==> src/rtl/lcd_pkg.sv <==
// Shared constants, state encodings and helpers for the HD44780 hex writer.
package lcd_pkg;

  localparam logic [7:0] CMD_FUNC_SET = 8'h38;
  localparam logic [7:0] CMD_DISP_ON  = 8'h0C;
  localparam logic [7:0] CMD_CLEAR    = 8'h01;
  localparam logic [7:0] CMD_ENTRY    = 8'h06;
  localparam logic [7:0] CMD_LINE1    = 8'h80;
  localparam int         NUM_INIT     = 4;
  localparam int         NUM_CHARS    = 8;

  typedef enum logic [2:0] {POWERUP, INIT, SET_ADDR, CHAR, DONE} lcd_state_t;
  typedef enum logic [1:0] {PH_IDLE, PH_SETUP, PH_EN, PH_WAIT} lcd_phase_t;

  function automatic logic [7:0] init_cmd(input logic [3:0] idx);
    case (idx)
      4'd0:    init_cmd = CMD_FUNC_SET;
      4'd1:    init_cmd = CMD_DISP_ON;
      4'd2:    init_cmd = CMD_CLEAR;
      4'd3:    init_cmd = CMD_ENTRY;
      default: init_cmd = 8'h00;
    endcase
  endfunction

  function automatic logic [7:0] hex_ascii(input logic [3:0] nib);
    hex_ascii = (nib < 4'd10) ? (8'h30 + {4'h0, nib}) : (8'h37 + {4'h0, nib});
  endfunction

endpackage

==> src/rtl/lcd_byte_writer.sv <==
// One HD44780 bus transfer: setup cycle, EN pulse, then a hold/wait period.
// o_done marks the last wait cycle so a new start can follow with no idle gap.
module lcd_byte_writer
  import lcd_pkg::*;
#(
  parameter int EN_CYCLES         = 16,
  parameter int WAIT_CYCLES       = 2500,
  parameter int CLEAR_WAIT_CYCLES = 100000
) (
  input  logic       clk,
  input  logic       reset,
  input  logic       i_start,
  input  logic       i_rs,
  input  logic [7:0] i_byte,
  input  logic       i_long_wait,
  output logic       o_done,
  output logic [7:0] o_data,
  output logic       o_rs,
  output logic       o_en
);

  localparam int MAX_CNT = (CLEAR_WAIT_CYCLES > WAIT_CYCLES)
                         ? ((CLEAR_WAIT_CYCLES > EN_CYCLES) ? CLEAR_WAIT_CYCLES : EN_CYCLES)
                         : ((WAIT_CYCLES > EN_CYCLES) ? WAIT_CYCLES : EN_CYCLES);
  localparam int CW = $clog2(MAX_CNT + 1);
  localparam logic [CW-1:0] EN_LAST    = CW'(EN_CYCLES - 1);
  localparam logic [CW-1:0] WAIT_LAST  = CW'(WAIT_CYCLES - 1);
  localparam logic [CW-1:0] CLEAR_LAST = CW'(CLEAR_WAIT_CYCLES - 1);

  lcd_phase_t    r_ph, w_ph_nxt;
  logic [CW-1:0] r_cnt, w_cnt_nxt;
  logic          r_en, w_en_nxt;
  logic [7:0]    r_data;
  logic          r_rs, r_long;

  assign o_done = (r_ph == PH_WAIT) && (r_cnt == (r_long ? CLEAR_LAST : WAIT_LAST));
  assign o_data = r_data;
  assign o_rs   = r_rs;
  assign o_en   = r_en;

  always_comb begin
    w_ph_nxt  = r_ph;
    w_cnt_nxt = r_cnt;
    w_en_nxt  = r_en;
    if (i_start) begin
      w_ph_nxt  = PH_SETUP;
      w_cnt_nxt = '0;
      w_en_nxt  = 1'b0;
    end else begin
      case (r_ph)
        PH_SETUP: begin
          w_ph_nxt  = PH_EN;
          w_en_nxt  = 1'b1;
          w_cnt_nxt = '0;
        end
        PH_EN: begin
          if (r_cnt == EN_LAST) begin
            w_ph_nxt  = PH_WAIT;
            w_en_nxt  = 1'b0;
            w_cnt_nxt = '0;
          end else begin
            w_cnt_nxt = r_cnt + 1'b1;
          end
        end
        PH_WAIT: begin
          if (o_done) begin
            w_ph_nxt  = PH_IDLE;
            w_cnt_nxt = '0;
          end else begin
            w_cnt_nxt = r_cnt + 1'b1;
          end
        end
        default: ;
      endcase
    end
  end

  always_ff @(posedge clk or posedge reset) begin
    if (reset) begin
      r_ph   <= PH_IDLE;
      r_cnt  <= '0;
      r_en   <= 1'b0;
      r_data <= 8'h00;
      r_rs   <= 1'b0;
      r_long <= 1'b0;
    end else begin
      r_ph  <= w_ph_nxt;
      r_cnt <= w_cnt_nxt;
      r_en  <= w_en_nxt;
      if (i_start) begin
        r_data <= i_byte;
        r_rs   <= i_rs;
        r_long <= i_long_wait;
      end
    end
  end

endmodule

==> src/rtl/lcd_hex_writer.sv <==
// Drives an HD44780 panel: power-up delay, init commands, then endlessly
// rewrites line 1 with the 8 hex digits of a per-frame snapshot of lcd_data.
module lcd_hex_writer
  import lcd_pkg::*;
#(
  parameter int EN_CYCLES         = 16,
  parameter int WAIT_CYCLES       = 2500,
  parameter int CLEAR_WAIT_CYCLES = 100000,
  parameter int INIT_WAIT_CYCLES  = 1000000
) (
  input  logic        clk,
  input  logic        reset,
  input  logic [31:0] lcd_data,
  output logic [7:0]  LCD_DATA,
  output logic        LCD_RS,
  output logic        LCD_EN,
  output logic        LCD_RW,
  output logic        LCD_ON,
  output logic        LCD_BLON,
  output logic        init_done,
  output logic        frame_done
);

  localparam int PW = $clog2(INIT_WAIT_CYCLES + 1);
  localparam logic [PW-1:0] PWR_LAST = PW'(INIT_WAIT_CYCLES - 1);

  lcd_state_t  r_state, w_state_nxt;
  logic [PW-1:0] r_pcnt;
  logic [3:0]  r_idx, w_idx_nxt;
  logic [31:0] r_snap;
  logic        r_init_done;
  logic        w_start, w_rs, w_long, w_done, w_snap_ld, w_init_set;
  logic [7:0]  w_byte;
  logic [2:0]  w_nib_sel;
  logic [3:0]  w_nib;

  assign LCD_RW     = 1'b0;
  assign LCD_ON     = 1'b1;
  assign LCD_BLON   = 1'b1;
  assign init_done  = r_init_done;
  assign frame_done = (r_state == DONE);

  // Digit k of the line shows snapshot nibble 7-k (most significant first).
  assign w_nib_sel = 3'(4'd7 - r_idx);
  assign w_nib     = r_snap[{w_nib_sel, 2'b00} +: 4];
  assign w_long    = !w_rs && (w_byte == CMD_CLEAR);

  always_comb begin
    w_state_nxt = r_state;
    w_idx_nxt   = r_idx;
    w_start     = 1'b0;
    w_rs        = 1'b0;
    w_byte      = 8'h00;
    w_snap_ld   = 1'b0;
    w_init_set  = 1'b0;
    case (r_state)
      POWERUP: if (r_pcnt == PWR_LAST) begin
        w_start     = 1'b1;
        w_byte      = CMD_FUNC_SET;
        w_idx_nxt   = 4'd1;
        w_state_nxt = INIT;
      end
      INIT: if (w_done) begin
        w_start = 1'b1;
        if (r_idx == 4'(NUM_INIT)) begin
          w_byte      = CMD_LINE1;
          w_snap_ld   = 1'b1;
          w_init_set  = 1'b1;
          w_state_nxt = SET_ADDR;
        end else begin
          w_byte    = init_cmd(r_idx);
          w_idx_nxt = r_idx + 4'd1;
        end
      end
      SET_ADDR: if (w_done) begin
        w_start     = 1'b1;
        w_rs        = 1'b1;
        w_byte      = hex_ascii(r_snap[31:28]);
        w_idx_nxt   = 4'd1;
        w_state_nxt = CHAR;
      end
      CHAR: if (w_done) begin
        if (r_idx == 4'(NUM_CHARS)) begin
          w_idx_nxt   = 4'd0;
          w_state_nxt = DONE;
        end else begin
          w_start   = 1'b1;
          w_rs      = 1'b1;
          w_byte    = hex_ascii(w_nib);
          w_idx_nxt = r_idx + 4'd1;
        end
      end
      DONE: begin
        w_start     = 1'b1;
        w_byte      = CMD_LINE1;
        w_snap_ld   = 1'b1;
        w_state_nxt = SET_ADDR;
      end
      default: w_state_nxt = POWERUP;
    endcase
  end

  always_ff @(posedge clk or posedge reset) begin
    if (reset) begin
      r_state     <= POWERUP;
      r_pcnt      <= '0;
      r_idx       <= 4'd0;
      r_snap      <= 32'h0;
      r_init_done <= 1'b0;
    end else begin
      r_state <= w_state_nxt;
      r_idx   <= w_idx_nxt;
      if (r_state == POWERUP && r_pcnt != PWR_LAST) r_pcnt <= r_pcnt + 1'b1;
      if (w_snap_ld)  r_snap      <= lcd_data;
      if (w_init_set) r_init_done <= 1'b1;
    end
  end

  lcd_byte_writer #(
    .EN_CYCLES        (EN_CYCLES),
    .WAIT_CYCLES      (WAIT_CYCLES),
    .CLEAR_WAIT_CYCLES(CLEAR_WAIT_CYCLES)
  ) u_bw (
    .clk        (clk),
    .reset      (reset),
    .i_start    (w_start),
    .i_rs       (w_rs),
    .i_byte     (w_byte),
    .i_long_wait(w_long),
    .o_done     (w_done),
    .o_data     (LCD_DATA),
    .o_rs       (LCD_RS),
    .o_en       (LCD_EN)
  );

endmodule

==> config.mk <==
export PLATFORM = sky130hd
export DESIGN_NAME = lcd_hex_writer
export DESIGN_NICKNAME = d
export VERILOG_FILES = /design/src/rtl/lcd_pkg.sv /design/src/rtl/lcd_byte_writer.sv /design/src/rtl/lcd_hex_writer.sv
export SDC_FILE = /design/constraint.sdc
export NUM_CORES = 1
export LEC_CHECK = 0
export ABC_AREA = 1
export ABC_CLOCK_PERIOD_IN_PS = 4800
export BUFFER_PORTS_ARGS = -buffer_cell sky130_fd_sc_hd__buf_2
export CORE_AREA = 2 2 123 125
export DETAILED_ROUTE_END_ITERATION = 6
export DIE_AREA = 0 0 125 127
export SLEW_MARGIN = 25
export SYNTH_ARGS = -nofsm -noshare
export SYNTH_HDL_FRONTEND = slang
export SYNTH_SLANG_ARGS = --single-unit
==> constraint.sdc <==
create_clock -name clk -period 4.8 [get_ports clk]
set_input_delay 0.96 -clock clk [delete_from_list [all_inputs] [get_ports clk]]
set_output_delay 0.96 -clock clk [all_outputs]
set_load 0.1 [all_outputs]
==> flow_summary.yaml <==
timing:
  rsz0062_at_grt: "no"
  fmax_mhz: 334.4
  worst_slew_pin_slew_ns: 0.6977
  setup_total_negative_slack_ns: 0
  slew_headroom_pct: 53.44
  timing.final.max_slew_violations: 0
  final.setup.worst_slack_ns: 1.810
  layout_worst_path_cycle_share_pct: 62.29
  layout_min_cycle_time_ns: 2.990
  final-hold-violation-count: 0
  setup_viol: 0
  timing.clock.skew_ns: 0.006903
yosys:
  synthMostInstantiatedCell: "sky130_fd_sc_hd__nand2_1"
  synth_cells: 704
  synthDominantAreaCellType: "sky130_fd_sc_hd__dfrtp_1"
  async_flop_share_pct: 100.0
  number_of_warnings_printed_during_yosys_synthesis: 0
  synth_top_cells_by_area: "sky130_fd_sc_hd__dfrtp_1, sky130_fd_sc_hd__nand2_1, sky130_fd_sc_hd__inv_1"
  number_of_enable_type_register_cells_in_the_synthesized_netlist: 0
  synth-seq-cells: 90
  synth-compound-area-share_pct: 9.031
  yosys-mux-area-fraction_pct: 0.2128
  dominant_combinational_cell_family_by_area_after_synthesis: "simple AND/OR/NAND/NOR gates"
  yosys-top-cells-count: "sky130_fd_sc_hd__nand2_1, sky130_fd_sc_hd__dfrtp_1, sky130_fd_sc_hd__inv_1"
  syn_area_mm2: 0.005293
  post_synth.cell_area_avg_um2: 7.518
  synth_xor_area_share_pct: 5.792
  area_share_of_and_or_nand_nor_cells_after_synthesis_pct: 29.86
  synth_seq_area_share_pct: 42.55
  post_synth_fa_ha_maj_area_fraction_pct: 2.600
  synth.distinct_cells: 38
  synth_top_flop_cell: "sky130_fd_sc_hd__dfrtp_1"
  synth_top_area_share_pct: 42.55
placement:
  place_ws_ns: 1.833
  detailed_place_hpwl_um: 8864
  gp_congestion: 0.8947
  place.port_buffers: 45
detailed_routing:
  post-route-drc-count: 0
  drt_first_iter_violations: 375
  route.final.wire_length_um: 12030
  route.antenna.remaining_nets: 0
  vias_per_cell: 4.803
  routed-via-count: 4467
  post_drt_wl_per_cell_um: 12.94
  detailedRoute.firstPassIterationCount: 5
power:
  p_sw_mw: 0.3300
  cellLeakagePower_nw: 2.895
  combinationalPowerShare_pct: 2.5
  internal_power_mw: 1.185
  power.clock.fraction_pct: 47.5
  peakVddDrop_v: 0.0002151
  switching_share_pct: 21.78
  share_seq_of_total_power_pct: 50.0
  power_density_mw_per_mm2: 255.9
die:
  floorplan.initialDensity_pct: 36.69
  io_pins: 49
  placement_rows: 44
  die_y_um: 127
  floorplan.die.width_um: 125
  fp.coreArea_mm2: 0.01442
  floorplan.die_area_mm2: 0.01588
cts:
  insertion_delay_ns: 0.35
  clock_sink_count: 90
  cts-hold-fix-buffers: 0
  clock_path_buffers: 2
  ctsRootBufferMaster: "sky130_fd_sc_hd__clkbuf_16"
  tritoncts_buffers: 9
  postCtsSetupRepairBufs: 0
  tritoncts_clock_tree: "built"
  path_clk_slew_ns: 0.07
  htreeDepth: 3
  cts-resized-gates: 0
global_routing:
  grt.overflow.total: 0
  maximum_number_of_pins_on_one_net_before_global_route_repair: 52
  first_global_vias: 4132
  grt_first_pass_wirelength_um: 20320
  track_usage_pct: 15.70
  antenna_found_initial: 0
layout:
  antenna-diode-count: 0
  finalNetCount: 786
  area.growth.synth_to_final_pct: 11.91
  drive_above_1_share_pct: 11.66
worst_setup_path:
  critical_setup_path_kind: "flop to flop"
  worst_setup_path_start_kind: "flop"
  worstPathArrival_ns: 3.26
  cp_max_fo: 32
  timing.reg2reg.setup_slack_ns: 1.81
  rr_startpoint: "r_idx[0]"
  end_kind: "flop"
  crit-reg2reg-capture: "r_snap[11]"
  depth_of_the_most_critical_reg_to_reg_path: 11
  critPathRequiredTime_ns: 5.07
run_status:
  run_status: "finished clean"
min_path:
  min_from: "r_pcnt[17]"
  worst_hold_path.endpoint: "r_pcnt[17]"
  hold_depth: 1
  min_delay_worst_type: "flop to flop"
run:
  number_of_maximum_capacitance_constraint_violations: 0
how the worst max path moves through the flow:
stage,startpoint,endpoint
CTS,r_idx[0],r_snap[10]
floorplan,reset,init_done
detailed placement,r_idx[0],r_snap[11]
global route,r_idx[0],r_snap[10]
global placement,r_idx[0],r_snap[15]
finish,r_idx[0],r_snap[11]
state kept, by name (all words and copies together) (netlist names):
name         flops
r_snap          32
r_pcnt          20
u_bw.r_cnt      17
u_bw.o_data      8
r_idx            4
r_state          3
u_bw.r_ph        2
init_done        1
u_bw.o_en        1
u_bw.o_rs        1
u_bw.r_long      1
routing by layer:
| metal | share of wire [%] | GRT usage [%] | vias to the layer above |
|---|---|---|---|
| li1 | - | - | 2314 |
| met1 | 50 | 22.87 | 2056 |
| met2 | 44 | 23.24 | 85 |
| met3 | 3.9 | 3.224 | 12 |
| met4 | 1.4 | 5.490 | 0 |
| met5 | 0 | 0 | - |
critical path, stage by stage, from the launching register on:
cell and delay, ns:
sky130_fd_sc_hd__dfrtp_1 0.62, sky130_fd_sc_hd__inv_2 0.38, sky130_fd_sc_hd__ha_1 0.29, sky130_fd_sc_hd__inv_1 0.05, sky130_fd_sc_hd__nor3_1 0.28, sky130_fd_sc_hd__inv_1 0.07
sky130_fd_sc_hd__nor2_1 0.15, sky130_fd_sc_hd__nand2_2 0.09, sky130_fd_sc_hd__nand2_2 0.38, sky130_fd_sc_hd__buf_4 0.38, sky130_fd_sc_hd__nand2_1 0.10, sky130_fd_sc_hd__o21ai_0 0.09
stage by stage:
step / hold WS (ns) / util [%] / power, mW / area (um2) / instances
final: 0.4683 / 41.07 / 1.515 / 5923 / 930
after global routing: 0.4887 / 41.07 / 1.568 / 5923 / 930
after CTS: 0.4728 / 41.07 / 1.541 / 5923 / 930
after detailed placement: 0.4596 / 38.95 / 0.8124 / 5618 / 914
after global placement: 0.4593 / 38.95 / 0.8128 / 5618 / 914
after floorplan: 0.4416 / - / 0.7957 / 5296 / 705
layout by cell type, fill, tap and decap left out, types with 7 or more instances in the layout:
master	netlist	final
sky130_fd_sc_hd__xnor2_1	10	10
sky130_fd_sc_hd__buf_2	9	45
sky130_fd_sc_hd__o21ai_0	43	43
sky130_fd_sc_hd__nor3_1	16	16
sky130_fd_sc_hd__inv_1	89	88
sky130_fd_sc_hd__clkbuf_16	0	9
sky130_fd_sc_hd__nand4_1	14	14
sky130_fd_sc_hd__dfrtp_1	90	90
sky130_fd_sc_hd__o22ai_1	7	7
sky130_fd_sc_hd__nand3_1	53	53
sky130_fd_sc_hd__nand2_1	190	190
sky130_fd_sc_hd__nor2_1	64	64
sky130_fd_sc_hd__ha_1	11	11
sky130_fd_sc_hd__a21oi_1	12	12
sky130_fd_sc_hd__o21ai_1	15	15
sky130_fd_sc_hd__xor2_1	25	25
kinds of logic after synthesis:
kind of cell | after synthesis
flip-flops | 90
AND/OR/NAND/NOR | 359
other | 2
multiplexers | 1
adder cells (fa/ha/maj) | 11
buffers and inverters | 119
AO/OA/AOI/OAI | 87
XOR/XNOR | 35
power groups by stage:
stage	Clock (mW)	Sequential [mW]	Combinational [mW]
floorplan	0	0.773	0.0231
global placement	0	0.773	0.0402
detailed placement	0	0.773	0.0399
CTS	0.743	0.758	0.0399
global route	0.768	0.758	0.0428
finish	0.719	0.758	0.0380
final cells by class:
type,count,area [um2]
clock buffers,10,239.0
clock inverters,6,66.31
fillers,1512,8501
inverters,97,370.4
multi-input cells,496,2525
flip-flops and latches,90,2252
well taps,184,230.2
repair buffers,47,240.2
Note: power is estimated with default switching activity, not from simulation.
